<file path="config.mk">
export PLATFORM = sky130hd
export DESIGN_NAME = alu_regbank
export DESIGN_NICKNAME = d
export VERILOG_FILES = /design/src/rtl/alu_pkg.sv /design/src/rtl/alu_regbank_rdport.sv /design/src/rtl/alu_regbank.sv
export SDC_FILE = /design/constraint.sdc
export NUM_CORES = 1
export LEC_CHECK = 0
export CORE_ASPECT_RATIO = 0.5
export CORE_UTILIZATION = 45
export DETAILED_ROUTE_END_ITERATION = 8
export PLACE_DENSITY_LB_ADDON = 0.12
export RECOVER_POWER = 100
export SLEW_MARGIN = 10
export SYNTH_ARGS = -nofsm -noshare
export SYNTH_HDL_FRONTEND = slang
export SYNTH_SLANG_ARGS = --single-unit
</file>
<file path="constraint.sdc">
create_clock -name clk -period 3.4 [get_ports clk]
set_input_delay 0.68 -clock clk [delete_from_list [all_inputs] [get_ports clk]]
set_output_delay 0.68 -clock clk [all_outputs]
set_load 0.02 [all_outputs]
</file>
<file path="src/rtl/alu_pkg.sv">
// Shared constants for the ALU operand register bank: pairing modes, FSM states
// and the address-width helper.
package alu_pkg;

  localparam logic [1:0] MODE_BB = 2'b00;
  localparam logic [1:0] MODE_BA = 2'b01;
  localparam logic [1:0] MODE_AB = 2'b10;
  localparam logic [1:0] MODE_AA = 2'b11;

  localparam logic [0:0] ST_IDLE  = 1'b0;
  localparam logic [0:0] ST_CLEAR = 1'b1;

  // Index width for a bank of 'depth' entries, never narrower than one bit.
  function automatic int addrWidth(input int depth);
    int w;
    w = 0;
    while ((1 << w) < depth) w++;
    return (w < 1) ? 1 : w;
  endfunction

endpackage

</file>
<file path="src/rtl/alu_regbank_rdport.sv">
// One combinational read port of the operand bank.
// Out-of-range indices read as zero; an in-flight write can be forwarded to the read.
module alu_regbank_rdport #(
  parameter int DATA_W = 4,
  parameter int DEPTH  = 4,
  parameter int BYPASS = 1,
  parameter int ADDR_W = 2
) (
  input  logic [DATA_W*DEPTH-1:0] memFlat_i,
  input  logic [ADDR_W-1:0]       rdAddr_i,
  input  logic                    wrEn_i,
  input  logic [ADDR_W-1:0]       wrAddr_i,
  input  logic [DATA_W-1:0]       wrData_i,
  output logic [DATA_W-1:0]       rdData_o
);

  // Only a matching in-range index selects data, so a bad index falls through to zero.
  always_comb begin
    rdData_o = '0;
    for (int i = 0; i < DEPTH; i++) begin
      if (rdAddr_i == ADDR_W'(i)) begin
        if ((BYPASS != 0) && wrEn_i && (wrAddr_i == rdAddr_i)) begin
          rdData_o = wrData_i;
        end else begin
          rdData_o = memFlat_i[i*DATA_W +: DATA_W];
        end
      end
    end
  end

endmodule

</file>
<file path="src/rtl/alu_regbank.sv">
// Operand register bank for the ALU: one write port, two registered read ports
// packed into one operand word, plus a sequenced clear-all.
module alu_regbank
  import alu_pkg::*;
#(
  parameter int DATA_W = 4,
  parameter int DEPTH  = 4,
  parameter int BYPASS = 1,
  localparam int ADDR_W = addrWidth(DEPTH)
) (
  input  logic                clk,
  input  logic                rst_n,
  input  logic                wr_en,
  input  logic [ADDR_W-1:0]   wr_addr,
  input  logic [DATA_W-1:0]   wr_data,
  input  logic                rd_en,
  input  logic [ADDR_W-1:0]   rd_addr_a,
  input  logic [ADDR_W-1:0]   rd_addr_b,
  input  logic [1:0]          mode,
  input  logic                clr_req,
  output logic [2*DATA_W-1:0] data_out,
  output logic                rd_valid,
  output logic                busy,
  output logic                addr_err
);

  localparam logic [ADDR_W:0]   DEPTH_L = (ADDR_W+1)'(DEPTH);
  localparam logic [ADDR_W-1:0] LAST_IDX = ADDR_W'(DEPTH - 1);

  logic [DATA_W*DEPTH-1:0] mem_q, mem_d;
  logic [0:0]              state_q, state_d;
  logic [ADDR_W-1:0]       cnt_q, cnt_d;
  logic [2*DATA_W-1:0]     dataOut_q, dataOut_d;
  logic                    rdValid_q, rdValid_d;
  logic                    addrErr_q, addrErr_d;

  logic              idle;
  logic              wrOk, rdAOk, rdBOk;
  logic [DATA_W-1:0] opA, opB;

  assign idle  = (state_q == ST_IDLE);
  assign wrOk  = ({1'b0, wr_addr}   < DEPTH_L);
  assign rdAOk = ({1'b0, rd_addr_a} < DEPTH_L);
  assign rdBOk = ({1'b0, rd_addr_b} < DEPTH_L);

  alu_regbank_rdport #(
    .DATA_W (DATA_W),
    .DEPTH  (DEPTH),
    .BYPASS (BYPASS),
    .ADDR_W (ADDR_W)
  ) u_rdport_a (
    .memFlat_i (mem_q),
    .rdAddr_i  (rd_addr_a),
    .wrEn_i    (idle & wr_en),
    .wrAddr_i  (wr_addr),
    .wrData_i  (wr_data),
    .rdData_o  (opA)
  );

  alu_regbank_rdport #(
    .DATA_W (DATA_W),
    .DEPTH  (DEPTH),
    .BYPASS (BYPASS),
    .ADDR_W (ADDR_W)
  ) u_rdport_b (
    .memFlat_i (mem_q),
    .rdAddr_i  (rd_addr_b),
    .wrEn_i    (idle & wr_en),
    .wrAddr_i  (wr_addr),
    .wrData_i  (wr_data),
    .rdData_o  (opB)
  );

  // In CLEAR every host request is ignored; the counter walks the bank once.
  always_comb begin
    mem_d     = mem_q;
    state_d   = state_q;
    cnt_d     = cnt_q;
    dataOut_d = dataOut_q;
    rdValid_d = 1'b0;
    addrErr_d = 1'b0;
    if (idle) begin
      if (wr_en && wrOk) begin
        for (int i = 0; i < DEPTH; i++) begin
          if (wr_addr == ADDR_W'(i)) mem_d[i*DATA_W +: DATA_W] = wr_data;
        end
      end
      if (rd_en) begin
        rdValid_d = 1'b1;
        case (mode)
          MODE_BB: dataOut_d = {opB, opB};
          MODE_BA: dataOut_d = {opB, opA};
          MODE_AB: dataOut_d = {opA, opB};
          default: dataOut_d = {opA, opA};
        endcase
      end
      addrErr_d = (wr_en && !wrOk) || (rd_en && (!rdAOk || !rdBOk));
      if (clr_req) begin
        state_d = ST_CLEAR;
        cnt_d   = '0;
      end
    end else begin
      for (int i = 0; i < DEPTH; i++) begin
        if (cnt_q == ADDR_W'(i)) mem_d[i*DATA_W +: DATA_W] = '0;
      end
      if (cnt_q == LAST_IDX) begin
        state_d = ST_IDLE;
        cnt_d   = '0;
      end else begin
        cnt_d = cnt_q + 1'b1;
      end
    end
  end

  always_ff @(posedge clk or negedge rst_n) begin
    if (!rst_n) begin
      mem_q     <= '0;
      state_q   <= ST_IDLE;
      cnt_q     <= '0;
      dataOut_q <= '0;
      rdValid_q <= 1'b0;
      addrErr_q <= 1'b0;
    end else begin
      mem_q     <= mem_d;
      state_q   <= state_d;
      cnt_q     <= cnt_d;
      dataOut_q <= dataOut_d;
      rdValid_q <= rdValid_d;
      addrErr_q <= addrErr_d;
    end
  end

  assign data_out = dataOut_q;
  assign rd_valid = rdValid_q;
  assign addr_err = addrErr_q;
  assign busy     = (state_q == ST_CLEAR);

endmodule
</file>
==> impl_results.md, run 1 <==
- Worst endpoint required time: around 3.6 ns
- Post-CTS Repair Setup Buffers: 0
- Worst-skew pair later-pin latency: between 0.2 and 0.3 ns
- Total via count in the routed design: 1,328
- Max-slew violations: 29
- Detailed Routing Iterations Pass 1: 4
- Syn. warnings: 0
- Primary FF master, synth: dfrtp_1
- Root buffer cell: clkbuf_8
- Initial Util: 0.4950
- Remaining Overflow, GRT: 0
- Top cell type by total area after synthesis: dfrtp_1
- Final weighted congestion in routability-driven placement: between 0.8 and 0.9
- Combinational family with the most area after synthesis: multiplexers
- Nets: ~200
- Arrival time worst endpoint: roughly 2.7 ns
- Status: complete, but fails checks
- Pin count of the biggest net entering global routing: 29
- Vias in the first global route: 1,178
- Share of synthesized registers carrying an async set or reset: 1.000
- Average via count per standard cell: just under 6
- Antenna violations before repair: 0
- Die width: 91.27 µm
- Detailed Place HPWL: between 2 and 3 mm
- Max-cap violations: 1
- Multi-input gate area in the final layout: 964.7 µm²
- Worst slew slack as a fraction of its limit: -0.006986
- Clock sink count: 28
- Final setup vio count: 0
- Count of cells resized by post-cts repair: 0
- Number of failing hold endpoints at the final stage: 0
- Row count: 15
- Worst setup EP type: flip-flop
- Hold-fix buffers at CTS: 0
- Setup slack after layout: around 0.84 ns
- Largest cells by area after synthesis: dfrtp_1, mux4_2, mux2i_1, o2bb2ai_1, nand2_1
- Placeable core region: about 3600 µm²
- Summed instance area of the synthesized netlist: between 1500 and 2000 µm²
- Die height: ~47 µm
- Final total negative setup slack: 0 ns
- Fraction of layout instances using a drive strength above 1: 0.08380
- Fmax: approximately 390 MHz
- Maximum vdd drop: between 0.3 and 0.4 mV
- Sequential-to-total area share from yosys stat: 0.3908
- Compound-Gate Fraction of Synth Area: 0.1619
- Category of the worst setup path launch point: input port
- Distinct cells, synth: 34
- RSZ-0062 raised after global routing: no
- Final critical-path share of the clock period: 0.7530
- Routed length per instance: between 15 and 20 µm
- Synthesized-area fraction occupied by and/or/nand/nor cells: 0.1361
- Cell type group with the largest total delay on the critical path: simple AND/OR/NAND/NOR gates
- Worst setup slack after placement: ~0.82 ns
- Proportion of synthesized area in mux cells: 0.2031
- First-pass GRT wire length: roughly 6 mm
- Buffer levels on the longest clock path: 2
- Number of nets still failing antenna checks after routing: 0
- Worst-path maximum fanout: 11
- Synthesized netlist net count: ~180
- Largest incremental delay on the critical path: between 0.8 and 0.9 ns
- Total routed wirelength: ~3.7 mm
- Fraction of post-synthesis cell area in the top cell type by area: 0.3908
- Sequential cell area: approximately 700 µm²
- Number of levels in the clock H-tree: 1
- Flip-flop and latch count after synthesis: 28
- Hold Path Class: reg2reg
- DIE AREA: ~4300 µm²
- CTS tree: yes
- Clock-pin slew reported for the worst setup and hold paths after clock tree synthesis: ~0.10 ns
- Worst-Margin Slew: around 1.5 ns
- Initial drt markers: between 60 and 70
- Buffers & Inverters on Critical Path: 1
- Violated checks: capacitance limit, slew limit
- Cell area power density: between 700 and 800 nW/µm²
- Leakage: about 0.8 nW
- Chain of cells forming the critical path: dlygate4sd3_1 > nand2b_1 > nor3b_1 > nor2_1 > o2bb2ai_1
- Number of enable-type register cells in the synthesized netlist: 0
- Shortest clock period the worst path allows after layout: 2.560 ns
- Synthesized netlist cell count: approximately 160
- Share of synthesized cell area in full adder, half adder and majority cells: 0.02791
- Area growth from synthesis to layout: 16.61%
- Critical path class: in2reg
- Number of ports placed on the die boundary: 28
- Slowest stage cell on the critical path: nor3b_1
- Synthesized area divided by synthesized cell count: around 11 µm²
- Global routing usage summed across all routing layers: 0.1911
- Area share of xor/xnor cells in the synthesized design: 0.02931
- Filler cell count: between 300 and 400
- Port Buf Inserts: 26
- Clock skew: roughly 0.0040 ns
- TritonCTS buffer count: 3
- DRC violations left: 0
- Number of antenna cells inserted: 0
[synthesized netlist by cell type, types with 3 or more instances]
library cell	n
nand2b_1	3
mux4_2	8
dfrtp_1	28
o221a_1	4
nand2_1	16
nor2_1	5
nand3_1	7
mux2i_1	15
buf_4	4
inv_1	4
o31ai_1	6
o21ai_0	5
mux2_2	3
ha_1	4
nand4_1	3
xor2_1	4
clkbuf_1	3
o2bb2ai_1	9
[worst min-delay path: stages, from the launching register on]
cell	delay, ns
dfrtp_1	0.35
nand2_1	0.05
o21ai_1	0.06
[flip-flops by register name (all words and copies together) (netlist names)]
| signal | flops |
|---|---|
| mem_q | 16 |
| busy | 1 |
| rd_valid | 1 |
| cnt_q | 2 |
| data_out | 8 |
[placed cells by master, fill, tap and decap left out, drive strengths merged]
master,n
a22o,2
a41oi,2
buf,1
bufinv,1
clkbuf,4
clkdlybuf4s50,10
clkinv,1
conb,1
dfrtp,28
dlygate4sd3,16
ha,4
inv,4
mux2,3
mux2i,15
mux4,8
nand2,16
nand2b,4
nand3,7
nand4,3
nand4b,1
nor2,5
nor2b,2
nor3,2
nor3b,2
o21ai,7
o221a,6
o22ai,1
o2bb2ai,9
o31ai,6
o41a,2
xnor2,2
xor2,4
[logic make-up after synthesis]
group / count (synthesis)
simple gates: 42
compound gates: 35
flops: 28
mux: 26
buf+inv: 15
xor+xnor: 6
fa+ha+maj: 4
other cells: 1
[final timing paths]
check | startpoint | end | depth (start not counted) | slack, ns
setup / recovery | wr_en | mem_q[6] | 5 | 0.84
hold / removal | data_out[3] | data_out[3] | 2 | 0.49
setup reg to reg | busy | mem_q[6] | 5 | 1.11
hold reg to reg | data_out[3] | data_out[3] | 2 | 0.49
max in group asynchronous | rst_n | mem_q[1] | 2 | 1.23
min in group asynchronous | rst_n | data_out[3] | 2 | 1.29
[through the flow]
step	power [mW]	instance area, µm²	hold slack, ns	util	cells
4_1_cts	1.647	2135	0.5116	0.5893	230
3_5_place_dp	1.384	2063	0.4901	0.5696	226
6_report	1.594	2091	0.4945	0.5772	230
3_3_place_gp	1.367	2063	0.4725	0.5696	226
5_1_grt	1.706	2091	0.5331	0.5772	230
2_1_floorplan	1.140	1793	0.3844	-	157
[where the power goes]
| part | internal (mW) | switching, mW |
|---|---|---|
| Combinational | 0.359 | 0.368 |
| Clock | 0.158 | 0.105 |
| Sequential | 0.480 | 0.124 |
| Total | 0.997 | 0.597 |
[area by class of cell]
cell class | instances | area share
clock buffers | 3 | 0.01975
multi-input cells | 114 | 0.4614
repair buffers | 28 | 0.1299
well taps | 51 | 0.03052
flip-flops and latches | 28 | 0.3351
inverters | 5 | 0.008977
clock inverters | 1 | 0.01436
[metal layers]
layer	GRT usage	wire length (µm)	vias up
met5	0	0	-
met4	0.03810	19	0
met3	0.05446	184	2
li1	-	-	637
met2	0.3091	1567	30
met1	0.2620	1964	659
Power figures use the tool's default switching activity.
==> inputs of run 2 (changes only) <==
==> constraint.sdc (replaced) <==
create_clock -name clk -period 2.3 [get_ports clk]
set_input_delay 0.46 -clock clk [delete_from_list [all_inputs] [get_ports clk]]
set_output_delay 0.46 -clock clk [all_outputs]
set_load 0.02 [all_outputs]
==> impl_results.md, run 2 (same netlist as run 1, synthesis figures left out) <==
- Area growth from synthesis to layout: 20.17%
- Detailed Place HPWL: 2.964 mm
- Clock sink count: 28
- Total routed wirelength: just under 4 mm
- Initial Util: 0.4950
- RSZ-0062 raised after global routing: no
- Flip-flop count of the largest register after layout: 16
- Total via count in the routed design: between 1,000 and 1,500
- Maximum vdd drop: about 0.53 mV
- Average via count per standard cell: about 5.7
- Initial drt markers: approximately 100
- Shortest clock period the worst path allows after layout: between 2 and 2.5 ns
- Worst-Margin Slew: ~0.68 ns
- Nets: around 210
- Category of the worst setup path launch point: input port
- Cell area after placement: 2116 µm²
- First-pass GRT wire length: around 6.2 mm
- Fraction of layout instances using a drive strength above 1: 0.1344
- Hold-fix buffers at CTS: 0
- DRC violations left: 0
- Max-cap violations: 0
- Remaining Overflow, GRT: 0
- Port Buf Inserts: 26
- Number of nets still failing antenna checks after routing: 0
- Worst slew slack as a fraction of its limit: 0.5451
- Highest-count cells in the layout ignoring fill and taps: dfrtp_1, nand2_1, mux2i_1
- Final Power: ~2.4 mW
- CTS tree: yes
- Final total negative setup slack: 0 ns
- Fmax: about 470 MHz
- Worst-path maximum fanout: 5
- Arrival time worst endpoint: 2.29 ns
- Leakage: approximately 0.85 nW
- Cell type group with the largest total delay on the critical path: multiplexers
- Antenna violations before repair: 0
- Hold Path Class: reg2reg
- Post-route cell area: 2155 µm²
- Number of antenna cells inserted: 0
- Root buffer cell: clkbuf_8
- TritonCTS buffer count: 3
- Final weighted congestion in routability-driven placement: 0.8025
- Detailed Routing Iterations Pass 1: 4
- Worst-skew pair later-pin latency: 0.28 ns
- Filler cell count: about 300
- Number of failing hold endpoints at the final stage: 0
- Critical path class: in2reg
- Number of levels in the clock H-tree: 1
- Cell area power density: 1108 nW/µm²
- Max-slew violations: 0
- Status: complete, no violations
- Vias in the first global route: approximately 1,200
- Die height: around 47 µm
- Worst setup EP type: flip-flop
- Clock skew: approximately 0.0060 ns
- Clock-pin slew reported for the worst setup and hold paths after clock tree synthesis: ~0.09 ns
- Largest incremental delay on the critical path: a little over 0.7 ns
- Slowest stage cell on the critical path: dlygate4sd3_1
- Buffer levels on the longest clock path: 2
- Worst endpoint required time: around 2.5 ns
- Post-CTS Repair Setup Buffers: 0
- Final critical-path share of the clock period: 0.9203
- Top reg by flops: mem_q
- DIE AREA: ~4300 µm²
- Die width: 91.27 µm
- Row count: 15
- Final setup vio count: 0
- Chain of cells forming the critical path: dlygate4sd3_1 > mux4_2 > mux2_1 > o221a_1
- Global routing usage summed across all routing layers: 0.2032
- Most common cell after layout, fill and taps aside: dfrtp_1
- Number of ports placed on the die boundary: 28
- Placeable core region: 3622 µm²
- Worst R2R Setup Slack: roughly 0.30 ns
- Routed length per instance: about 16 µm
- Count of cells resized by post-cts repair: 0
- Buffers & Inverters on Critical Path: 1
- Pin count of the biggest net entering global routing: 29
## run 2: cell types whose count changed in the layout (fill, tap and decap cells not counted), sizes merged
cell           before  now
clkdlybuf4s50      10   12
clkbuf              4    8
buf                 1    4
dlygate4sd3        16   14
## run 2: power by group
group | internal, mW | switching, mW
clock | 0.233 | 0.157
combinational | 0.543 | 0.528
sequential | 0.710 | 0.216
total | 1.49 | 0.901
## run 2: final cells by class
cell class                 count  area [µm²]  share of cell area
multi-input combinational    114       984.7              0.4570
sequential                    28       700.7              0.3252
timing repair buffer          35       315.3              0.1463
tap                           51       63.81             0.02962
clock buffer                   3       41.29             0.01916
clock inverter                 1       30.03             0.01394
inverter                       5       18.77            0.008711
## run 2: routing by layer
layer,GRT usage,part of all wire,wire (µm)
met1,0.2909,0.54,2088
met2,0.3136,0.42,1615
met3,0.04950,0.030,115
met4,0.04762,0.0070,27
met5,0,0,0
## run 2: final timing paths
kind,cells after the start,from,to
max in group asynchronous,2,rst_n,mem_q[6]
min,2,data_out[3],data_out[3]
max,4,rd_addr_a[0],data_out[2]
max reg2reg,5,busy,mem_q[8]
min in group asynchronous,2,rst_n,data_out[7]
min reg2reg,2,data_out[3],data_out[3]
## run 2: tightest hold or removal path, cell delays in order (launching register included)
cell and delay, ns:
dfrtp_1 0.35, nand2_1 0.05, o21ai_1 0.06
## run 2: through the flow
stage          utilization  hold slack [ns]  cells  worst slack (ns)
2_1_floorplan            -           0.1644    157            0.5613
3_5_place_dp        0.5841           0.4810    233          0.006257
4_1_cts             0.6038           0.5029    237            0.2669
3_3_place_gp        0.5841           0.4680    233           0.03869
5_1_grt             0.5948           0.5715    237            0.1279
6_report            0.5948           0.4869    237            0.1833
